**src/rtl/cb_out_fifo.sv**
```systemverilog
// Output buffer between the connection box and the PE core: either a combinational bypass or a small FWFT FIFO.
// Define CB_OUT_FIFO_STATS_EN to add a saturating drop counter readable at CFG_ADDR+1.
module cb_out_fifo #(
    parameter int         WIDTH    = 7,
    parameter int         DEPTH    = 4,
    parameter logic [7:0] CFG_ADDR = 8'h00
) (
    input  logic                     clk,
    input  logic                     reset,
    input  logic [31:0]              config_addr,
    input  logic [31:0]              config_data,
    input  logic                     config_en,
    output logic [31:0]              read_data,
    input  logic [WIDTH-1:0]         in,
    input  logic                     in_valid,
    output logic                     in_ready,
    output logic [WIDTH-1:0]         out,
    output logic                     out_valid,
    input  logic                     out_ready,
    output logic [$clog2(DEPTH):0]   count,
    output logic                     almost_full
);

    localparam int PW = $clog2(DEPTH);
    localparam int CW = PW + 1;

    logic [WIDTH-1:0] mem_q [DEPTH];
    logic [PW-1:0]    rd_ptr_q, rd_ptr_d;
    logic [PW-1:0]    wr_ptr_q, wr_ptr_d;
    logic [CW-1:0]    count_q, count_d;
    logic             mode_q, mode_d;
    logic [3:0]       af_thresh_q, af_thresh_d;

    logic [7:0] addr8;
    logic       cfg_wr;
    logic       flush;
    logic       not_full;
    logic       not_empty;
    logic       push;
    logic       pop;
    logic       cfg_unused;

    assign addr8      = config_addr[7:0];
    assign cfg_wr     = config_en && (addr8 == CFG_ADDR);
    assign flush      = cfg_wr && (config_data[1] || (config_data[0] != mode_q));
    assign cfg_unused = ^{config_addr[31:8], config_data[31:12], config_data[7:2]};

    assign not_full  = (count_q != CW'(DEPTH));
    assign not_empty = (count_q != '0);

    // Bypass is purely combinational; the FIFO path never passes data through when empty or full.
    assign in_ready  = mode_q ? not_full  : out_ready;
    assign out_valid = mode_q ? not_empty : in_valid;
    assign out       = mode_q ? mem_q[rd_ptr_q] : in;

    assign push = mode_q && in_valid && not_full;
    assign pop  = mode_q && not_empty && out_ready;

    assign count       = count_q;
    assign almost_full = mode_q && (32'(count_q) >= 32'(af_thresh_q));

    always_comb begin
        mode_d      = mode_q;
        af_thresh_d = af_thresh_q;
        rd_ptr_d    = rd_ptr_q;
        wr_ptr_d    = wr_ptr_q;
        count_d     = count_q;
        if (push) begin
            wr_ptr_d = wr_ptr_q + 1'b1;
        end
        if (pop) begin
            rd_ptr_d = rd_ptr_q + 1'b1;
        end
        if (push && !pop) begin
            count_d = count_q + 1'b1;
        end else if (pop && !push) begin
            count_d = count_q - 1'b1;
        end
        // A flush overrides any handshake in the same cycle, but the ctrl write still lands.
        if (cfg_wr) begin
            mode_d      = config_data[0];
            af_thresh_d = config_data[11:8];
            if (flush) begin
                rd_ptr_d = '0;
                wr_ptr_d = '0;
                count_d  = '0;
            end
        end
    end

    always_ff @(posedge clk or negedge reset) begin
        if (!reset) begin
            mode_q      <= 1'b0;
            af_thresh_q <= 4'd0;
            rd_ptr_q    <= '0;
            wr_ptr_q    <= '0;
            count_q     <= '0;
        end else begin
            mode_q      <= mode_d;
            af_thresh_q <= af_thresh_d;
            rd_ptr_q    <= rd_ptr_d;
            wr_ptr_q    <= wr_ptr_d;
            count_q     <= count_d;
        end
    end

    always_ff @(posedge clk) begin
        if (push && !flush) begin
            mem_q[wr_ptr_q] <= in;
        end
    end

`ifdef CB_OUT_FIFO_STATS_EN
    logic [15:0] drop_q, drop_d;
    logic        stats_wr;

    assign stats_wr = config_en && (addr8 == (CFG_ADDR + 8'd1));

    always_comb begin
        drop_d = drop_q;
        if (flush || stats_wr) begin
            drop_d = 16'd0;
        end else if (mode_q && in_valid && !not_full && (drop_q != 16'hFFFF)) begin
            drop_d = drop_q + 16'd1;
        end
    end

    always_ff @(posedge clk or negedge reset) begin
        if (!reset) begin
            drop_q <= 16'd0;
        end else begin
            drop_q <= drop_d;
        end
    end
`endif

    always_comb begin
        read_data = 32'd0;
        if (addr8 == CFG_ADDR) begin
            read_data[23:16] = 8'(count_q);
            read_data[11:8]  = af_thresh_q;
            read_data[0]     = mode_q;
        end
`ifdef CB_OUT_FIFO_STATS_EN
        else if (addr8 == (CFG_ADDR + 8'd1)) begin
            read_data[15:0] = drop_q;
        end
`endif
    end

endmodule

```
**config.mk**
```make
export PLATFORM = sky130hd
export DESIGN_NAME = cb_out_fifo
export DESIGN_NICKNAME = d
export VERILOG_FILES = /design/src/rtl/cb_out_fifo.sv
export SDC_FILE = /design/constraint.sdc
export NUM_CORES = 1
export LEC_CHECK = 0
export BUFFER_PORTS_ARGS = -buffer_cell sky130_fd_sc_hd__buf_2
export CELL_PAD_IN_SITES_DETAIL_PLACEMENT = 1
export CELL_PAD_IN_SITES_GLOBAL_PLACEMENT = 2
export CORE_UTILIZATION = 30
export CTS_BUF_LIST = sky130_fd_sc_hd__clkbuf_8
export CTS_CLUSTER_DIAMETER = 40
export DETAILED_ROUTE_END_ITERATION = 6
export PLACE_DENSITY_LB_ADDON = 0.1
export REMOVE_ABC_BUFFERS = 1
export SLEW_MARGIN = 20
export SYNTH_ARGS = -nofsm -noshare
export SYNTH_HDL_FRONTEND = slang
export SYNTH_SLANG_ARGS = --single-unit
export TNS_END_PERCENT = 1
```
**constraint.sdc**
```tcl
create_clock -name clk -period 4.9 [get_ports clk]
set_input_delay 0.735 -clock clk [delete_from_list [all_inputs] [get_ports clk]]
set_output_delay 0.735 -clock clk [all_outputs]
set_load 0.005 [all_outputs]
```
# Word-level counts from Yosys, hierarchy flattened
# Memory sizes are Yosys's and may differ from the RTL's.
# Cells that the tools add are included.
totals:
  ff_bits: 12
  mem_bits_rw: 28
  inputBits: 76
  output_inout_bits: 45
  word_cells: 47
  memories: 1
op_classes:
  n_addsub: 4
  n_lt_le_gt_ge: 1
  n_eq_ne: 2
  mux: 18
  n_reduce_logical: 16
memory_table:
  columns: ["memory", "depth", "word_bits", "rd", "rd_clocked_by_memory_dff", "write_ports", "line", "text"]
  rows:
  - ["mem_q", 4, 7, 1, 0, 1, "27", "logic [WIDTH-1:0] mem_q [DEPTH];"]
op_table:
  columns: ["operator", "count"]
  rows:
  - ["2-to-1 mux 3 bit", 5]
  - ["2-to-1 mux 2 bit", 6]
  - ["logical AND 1 bit", 10]
  - ["logical NOT 8 bit", 1]
  - ["2-to-1 mux 7 bit", 1]
  - ["2-to-1 mux 1 bit", 5]
  - ["adder 2 x 1 -> 2 bit (second input constant)", 2]
  - ["greater-or-equal comparator 3 x 4 -> 1 bit", 1]
  - ["2-to-1 mux 4 bit", 1]
  - ["adder 3 x 1 -> 3 bit (second input constant)", 1]
  - ["logical NOT 1 bit", 3]
  - ["!= test 3 bit (second input constant)", 1]
  - ["nonzero test 3 bit", 1]
  - ["subtractor 3 x 1 -> 3 bit (second input constant)", 1]
  - ["logical OR 1 bit", 1]
  - ["!= test 1 bit", 1]

# Longest topological paths before layout
# Gate-level depths: netlist of run 1.
logic_depth:
  ltp_word: 8
  ltp_mapped: 7

# Worst setup path after synthesis of run 1
# OpenSTA, ideal clock, no wires.
synth_path:
  kind: "input to register"
  from: "input config_addr[3]"
  to: "memory mem_q[0][0], enable pin"
  arrival_ps: 2210
  setup_slack_ps: 2418
  cell_stages: 5
  n_path_buf: 1
  path_cell_list: "or4_1 -> buf_2 -> a2111oi_4 -> nor2_2 -> and2_1"
synth_between:
  elab_chain_len: 7
synth_rtl:
  columns: ["item", "line", "text"]
  rows:
  - ["from (decl)", "10", "input logic [31:0] config_addr,"]
  - ["logical NOT 8 bit", "44", "assign cfg_wr = config_en && (addr8 == CFG_ADDR);"]
  - ["logical AND 1 bit", "44", null]
  - ["logical AND 1 bit", "45", "assign flush = cfg_wr && (config_data[1] || (config_data[0] != mode_q));"]
  - ["logical NOT 1 bit", "108", "if (push && !flush) begin"]
  - ["logical AND 1 bit", "108", null]
  - ["2-to-1 mux 1 bit", "108", null]
  - ["2-to-1 mux 1 bit (implied by the code)", "109", "mem_q[wr_ptr_q] <= in;"]
  - ["to (decl)", "27", null]
# No other way between the ends.

# Worst setup path in the final report of run 1
layout_path:
  from: "input config_addr[3]"
  to: "output read_data[18]"
layout_between:
  elab_chain_len: 2
layout_rtl:
  columns: ["item", "line", "text"]
  rows:
  - ["logical NOT 8 bit", "139", "if (addr8 == CFG_ADDR) begin"]
  - ["2-to-1 mux 3 bit", "139", null]
  - ["to (decl)", "13", "output logic [31:0] read_data,"]
# No other way between the ends.

==> impl_metrics.json, run 1 <==
{
  "cts_setup_buffers": 0,
  "drc": 0,
  "portBuffers": 46,
  "synth_area_um2": 2200,
  "drive_above_1_share": 0.336,
  "wl_per_cell_um": 15.5,
  "final_net_count": 302,
  "slew_headroom": 0.532,
  "die_h_um": 87.6,
  "fin_skew_ns": 0.00778,
  "worstMarginPinSlew_ns": 0.701,
  "peakVddDrop_v": 0.000121,
  "cts_buffers": 5,
  "clkSlewWorstSetupHoldPaths_ns": 0.08,
  "vias_per_cell": 4.46,
  "ant_nets": 0,
  "drt_iter0_markers": 26,
  "multi_input_area_um2": 891,
  "cts_tree": "done",
  "post-route-period-util": 0.574,
  "cts.sinks": 40,
  "crit_required_ns": 4.16,
  "worst_r2r_startpoint": "mode_q",
  "clock.fmax_ghz": 0.355,
  "design_area_um2": 2500,
  "diodes": 0,
  "area_delta_synth_final_pct": 13.6,
  "fin_crit_ns": 2.81,
  "dp_hpwl_um": 3480,
  "core_area_um2": 6940,
  "grt_setup_unrepaired": "false",
  "cts-root-buf": "clkbuf_8",
  "status": "finished clean",
  "grt_pass1_wl_um": 7460,
  "ys_seq_elements": 40,
  "die-width_um": 87.6,
  "r2r_cells": 4,
  "finish.utilization": 0.360,
  "cp_cell_sequence": "buf_2, or4_1, nor2_1, and2_1, buf_2",
  "cp_common_cell": "buf_2",
  "cp_max_fo": 6,
  "comb_power_share": 0.237,
  "power_frac_clock": 0.246,
  "synth_top_area_frac": 0.382,
  "switchingPower_w": 0.000270,
  "postCtsHoldBufs": 0,
  "overflow": 0,
  "totalNegativeSetupSlack_ns": 0,
  "rows": 30,
  "p_per_area_nw_per_um2": 347,
  "criticalPathCategory": "in2out",
  "ys_types": 35,
  "synth_warnings": 0,
  "antenna_found_initial": 0,
  "num_vias": 1396,
  "dr.pass1.iters": 4,
  "crit_path_end_kind": "output port",
  "fillCellCount": 778,
  "startpoint_type": "primary input",
  "hold_class": "in2async",
  "grt_pass1_vias": 1408,
  "clk_path_buf_depth": 2,
  "dieArea_um2": 7670,
  "syn_inst": 171,
  "cts_resized": 0,
  "avgSynthCellArea_um2": 12.9,
  "netSwitchingFraction": 0.311,
  "final-max-slew-violation-count": 0,
  "globalplace.congestion": 0.672,
  "grt.total_usage": 0.136,
  "worst-endpoint-arrival_ns": 2.08,
  "post_dp_cell_area_um2": 2420,
  "start_util": 0.317,
  "slowest_stage": "or4_1",
  "insertion_delay_ns": 0.30,
  "pwr-share-seq": 0.517,
  "maxCapViolCount": 0,
  "finalSetupViolations": 0,
  "synth_top_area_cell": "edfxtp_1",
  "grt_max_degree": 19,
  "p_leak_nw": 1.04,
  "drt_wl_total_um": 4860,
  "seq_area_um2": 1140,
  "synth.area.top_cells": "edfxtp_1 (38%), dfrtp_1 (14%), buf_4 (8.2%)",
  "htreeDepth": 2,
  "startpoint": "config_addr[3]",
  "design.portCount": 121,
  "hold_violations": 0,
  "synth.yosys.seq_area_share": 0.519,
  "slowest_delay_ns": 0.67,
  "power.internal_w": 0.000596
}
layer usage:
| layer | track usage | routed length (µm) | up-vias |
|---|---|---|---|
| li1 | - | - | 653 |
| met1 | 0.174 | 2190 | 686 |
| met2 | 0.224 | 2350 | 49 |
| met3 | 0.0330 | 250 | 8 |
| met4 | 0.0492 | 66 | 0 |
| met5 | 0 | 0 | - |
synth_stat cells:
cell type and n:
inv_1 9, xor2_1 1, nor3b_1 3, o211ai_1 2, o2111a_1 1, o21ai_0 3
and2_0 1, nor2b_1 1, mux4_2 7, nor2_2 1, ha_1 10, mux2_2 12
xnor2_1 2, a21oi_1 5, edfxtp_1 28, a211oi_1 2, nand3_1 2, a21o_1 1
conb_1 1, clkbuf_8 1, dfrtp_1 12, buf_4 24, nor2_1 5, nor3_1 6
a2111oi_4 1, a31oi_1 1, and2_1 10, or3_1 1, and3_1 1, a2111oi_0 1
or4_1 2, clkbuf_1 4, buf_2 2, nand2b_1 2, nand2_1 6
power by group through the flow:
stage	clock, W	combinational [W]	sequential [W]
6_report	0.000213	0.000206	0.000448
5_1_grt	0.000238	0.000235	0.000457
4_1_cts	0.000224	0.000210	0.000452
3_5_place_dp	0	0.000207	0.000459
3_3_place_gp	0	0.000197	0.000457
2_1_floorplan	0	0.000144	0.000437
sequential cells by signal (all words and copies together), names as in the netlist:
signal / count
mem_q: 28
wr_ptr_q: 2
af_thresh_q: 4
mode_q: 1
count: 3
rd_ptr_q: 2
cell type report:
type,count,area share
inverter,9,0.0135
sequential,40,0.457
clock inverter,3,0.00501
timing repair buffer,46,0.0922
clock buffer,5,0.0276
tap,96,0.0481
multi-input combinational,114,0.357
placed cells by master (no fill, tap or decap), drive strengths merged, types with 2 or more instances in the layout:
cell type,netlist,routed
xnor2,2,2
or4,2,2
o21ai,3,3
nor3b,3,3
mux2,12,12
o211ai,2,2
nand3,2,2
a211oi,2,2
inv,9,11
conb,1,24
nand2,6,6
nand2b,2,2
ha,10,10
mux4,7,7
a2111oi,2,2
buf,26,46
nor3,6,6
edfxtp,28,28
nor2,6,6
and2,11,11
dfrtp,12,12
clkbuf,5,5
a21oi,5,5
critical path, delay by kind of cell:
kind,cells,cell delay (ns)
simple gates,3,1.14
buf+inv,2,0.20
per-stage QoR:
step | power, W | setup WS [ns] | hold WS [ns] | instances
final | 0.000866 | 2.09 | 0.317 | 313
after CTS | 0.000887 | 2.07 | 0.325 | 313
after global routing | 0.000930 | 1.97 | 0.332 | 313
after global placement | 0.000654 | 1.95 | 0.493 | 305
after floorplan | 0.000581 | 2.41 | 0.439 | 163
after detailed placement | 0.000666 | 1.92 | 0.516 | 305
final timing paths:
check	end	slack [ns]
max in group asynchronous	count[2]	4.34
max	read_data[18]	2.09
min in group clk	af_thresh_q[1]	0.53
max reg2reg	mem_q[0][5]	2.46
min	af_thresh_q[0]	0.32
min reg2reg	af_thresh_q[1]	0.53
cells by family (layout without fill, tap and decap cells):
kind of cell | count (synthesis) | in the layout | share of synthesized area
DFF | 40 | 40 | 0.519
xor gates and xnor gates | 3 | 3 | 0.0120
and+or+nand+nor | 41 | 41 | 0.102
adders and majority gates | 10 | 10 | 0.0569
buffers and inverters | 40 | 63 | 0.115
muxes | 19 | 19 | 0.133
AOI/OAI and AO/OA | 17 | 17 | 0.0598
other | 1 | 24 | 0.00171
Note: power is estimated with default switching activity, not from simulation.
==> run 2: changes to the inputs <==
Settings changed: CORE_UTILIZATION 30 to 27.
Clock period 4.9 ns to 2.9 ns, I/O delays scaled along.
==> run 2 against run 1 <==
  * Hold slack worse by 0.30 ns
  * Sequential share of layout area shrank 0.45 points
  * Sequential cell count is the same
  * Register-to-register slack worse by 1.7 ns
  * Sequential power is 68% higher
  * Combinational power up 70%
  * Final area up 1.0%
  * Global-route usage shrank 1.3 points
  * First-iteration DRC count down 7.7%
==> impl_metrics.json, run 2 (synthesized netlist as in run 1, its figures left out) <==
{
  "dieArea_um2": 8510,
  "drc": 0,
  "fin_total_pwr_w": 0.00145,
  "clkSlewWorstSetupHoldPaths_ns": 0.07,
  "clk_path_buf_depth": 2,
  "regMostFlops": "mem_q",
  "die-width_um": 92.2,
  "layout_commonest_cell": "buf_2",
  "hold_violations": 0,
  "vias_per_cell": 4.35,
  "cts_setup_buffers": 0,
  "criticalPathCategory": "reg2out",
  "place_ws_ns": 0.506,
  "crit_path_end_kind": "output port",
  "final_net_count": 304,
  "rows": 32,
  "p_per_area_nw_per_um2": 576,
  "drt_wl_total_um": 4730,
  "cts_tree": "done",
  "wl_per_cell_um": 14.7,
  "startpoint_type": "flip-flop",
  "grt_pass1_wl_um": 7810,
  "cp_cell_sequence": "mux4_2, mux2_2, buf_2",
  "cts-root-buf": "clkbuf_8",
  "largest_reg_flops": 28,
  "design.portCount": 121,
  "post-route-period-util": 0.830,
  "p_leak_nw": 1.04,
  "fin_crit_ns": 2.41,
  "start_util": 0.282,
  "globalplace.congestion": 0.718,
  "area_delta_synth_final_pct": 14.7,
  "htreeDepth": 2,
  "clock.fmax_ghz": 0.416,
  "slowest_stage": "dfrtp_1",
  "worst-endpoint-arrival_ns": 1.97,
  "grt.total_usage": 0.122,
  "peakVddDrop_v": 0.000166,
  "grt_setup_unrepaired": "false",
  "insertion_delay_ns": 0.28,
  "ant_nets": 0,
  "hold_class": "in2async",
  "die_h_um": 92.2,
  "final-max-slew-violation-count": 0,
  "totalNegativeSetupSlack_ns": 0,
  "fillCellCount": 884,
  "antenna_found_initial": 0,
  "crit_buf_inv": 1,
  "portBuffers": 46,
  "slew_headroom": 0.618,
  "crit_required_ns": 2.47,
  "overflow": 0,
  "slowest_delay_ns": 0.68,
  "maxCapViolCount": 0,
  "dr.pass1.iters": 4,
  "status": "finished clean",
  "layout_common_cells": "buf_2 (46), edfxtp_1 (28), conb_1 (24)",
  "num_vias": 1397,
  "finalSetupViolations": 0,
  "cts_buffers": 5,
  "reg2reg_setup_slack_ns": 0.81,
  "drt_iter0_markers": 24,
  "cts_resized": 0,
  "diodes": 0,
  "postCtsHoldBufs": 0,
  "worst_path_dominant_cell_family": "multiplexers",
  "worstMarginPinSlew_ns": 0.559,
  "core_area_um2": 7810,
  "fin_ws_ns": 0.494,
  "cp_max_fo": 10,
  "cts.sinks": 40,
  "dp_hpwl_um": 3690,
  "drive_above_1_share": 0.342,
  "grt_max_degree": 13,
  "grt_pass1_vias": 1522,
  "fin_skew_ns": 0.00360
}
-- run 2: path summary, 6_finish.rpt --
path / start / endpoint / cells after the start
max: rd_ptr_q[0] / out[2] / 3
min in group clk: config_data[8] / af_thresh_q[0] / 2
max in group asynchronous: reset / rd_ptr_q[1] / 1
min: reset / af_thresh_q[2] / 1
max reg2reg: mode_q / mem_q[0][4] / 4
min reg2reg: af_thresh_q[2] / af_thresh_q[2] / 1
-- run 2: final cells by class --
type | count | area, µm² | share of cell area
clock buffers | 5 | 68.8 | 0.0273
clock inverters | 3 | 15.0 | 0.00595
inverters | 9 | 33.8 | 0.0134
multi-input cells | 114 | 891 | 0.353
flip-flops and latches | 40 | 1140 | 0.452
well taps | 102 | 128 | 0.0506
repair buffers | 48 | 245 | 0.0972
-- run 2: per-stage QoR --
step	util	hold WS [ns]	cells	cell area, µm²
3_3_place_gp	0.312	0.351	313	2440
6_report	0.323	0.0201	321	2520
5_1_grt	0.323	0.0289	321	2520
2_1_floorplan	-	0.139	163	2070
3_5_place_dp	0.312	0.337	313	2440
4_1_cts	0.323	0.0223	321	2520
-- run 2: power breakdown --
group	leakage, nW	internal [W]	switching, W
sequential	0.409	0.000657	0.0000951
combinational	0.587	0.000188	0.000162
clock	0.0430	0.000163	0.000186
total	1.04	0.00101	0.000443
-- run 2: layer usage --
metal  vias to the layer above  share of wire  track usage
met1                       695           0.44        0.148
met5                         -              0            0
met3                         5          0.038       0.0307
met4                         0          0.011       0.0391
met2                        40           0.51        0.213
li1                        657              -            -
-- run 2: worst register-to-register path: stages (launching register included) --
cell	delay, ns
dfrtp_1	0.69
and2_0	0.34
nand2_1	0.17
nor2_2	0.15
and2_1	0.40
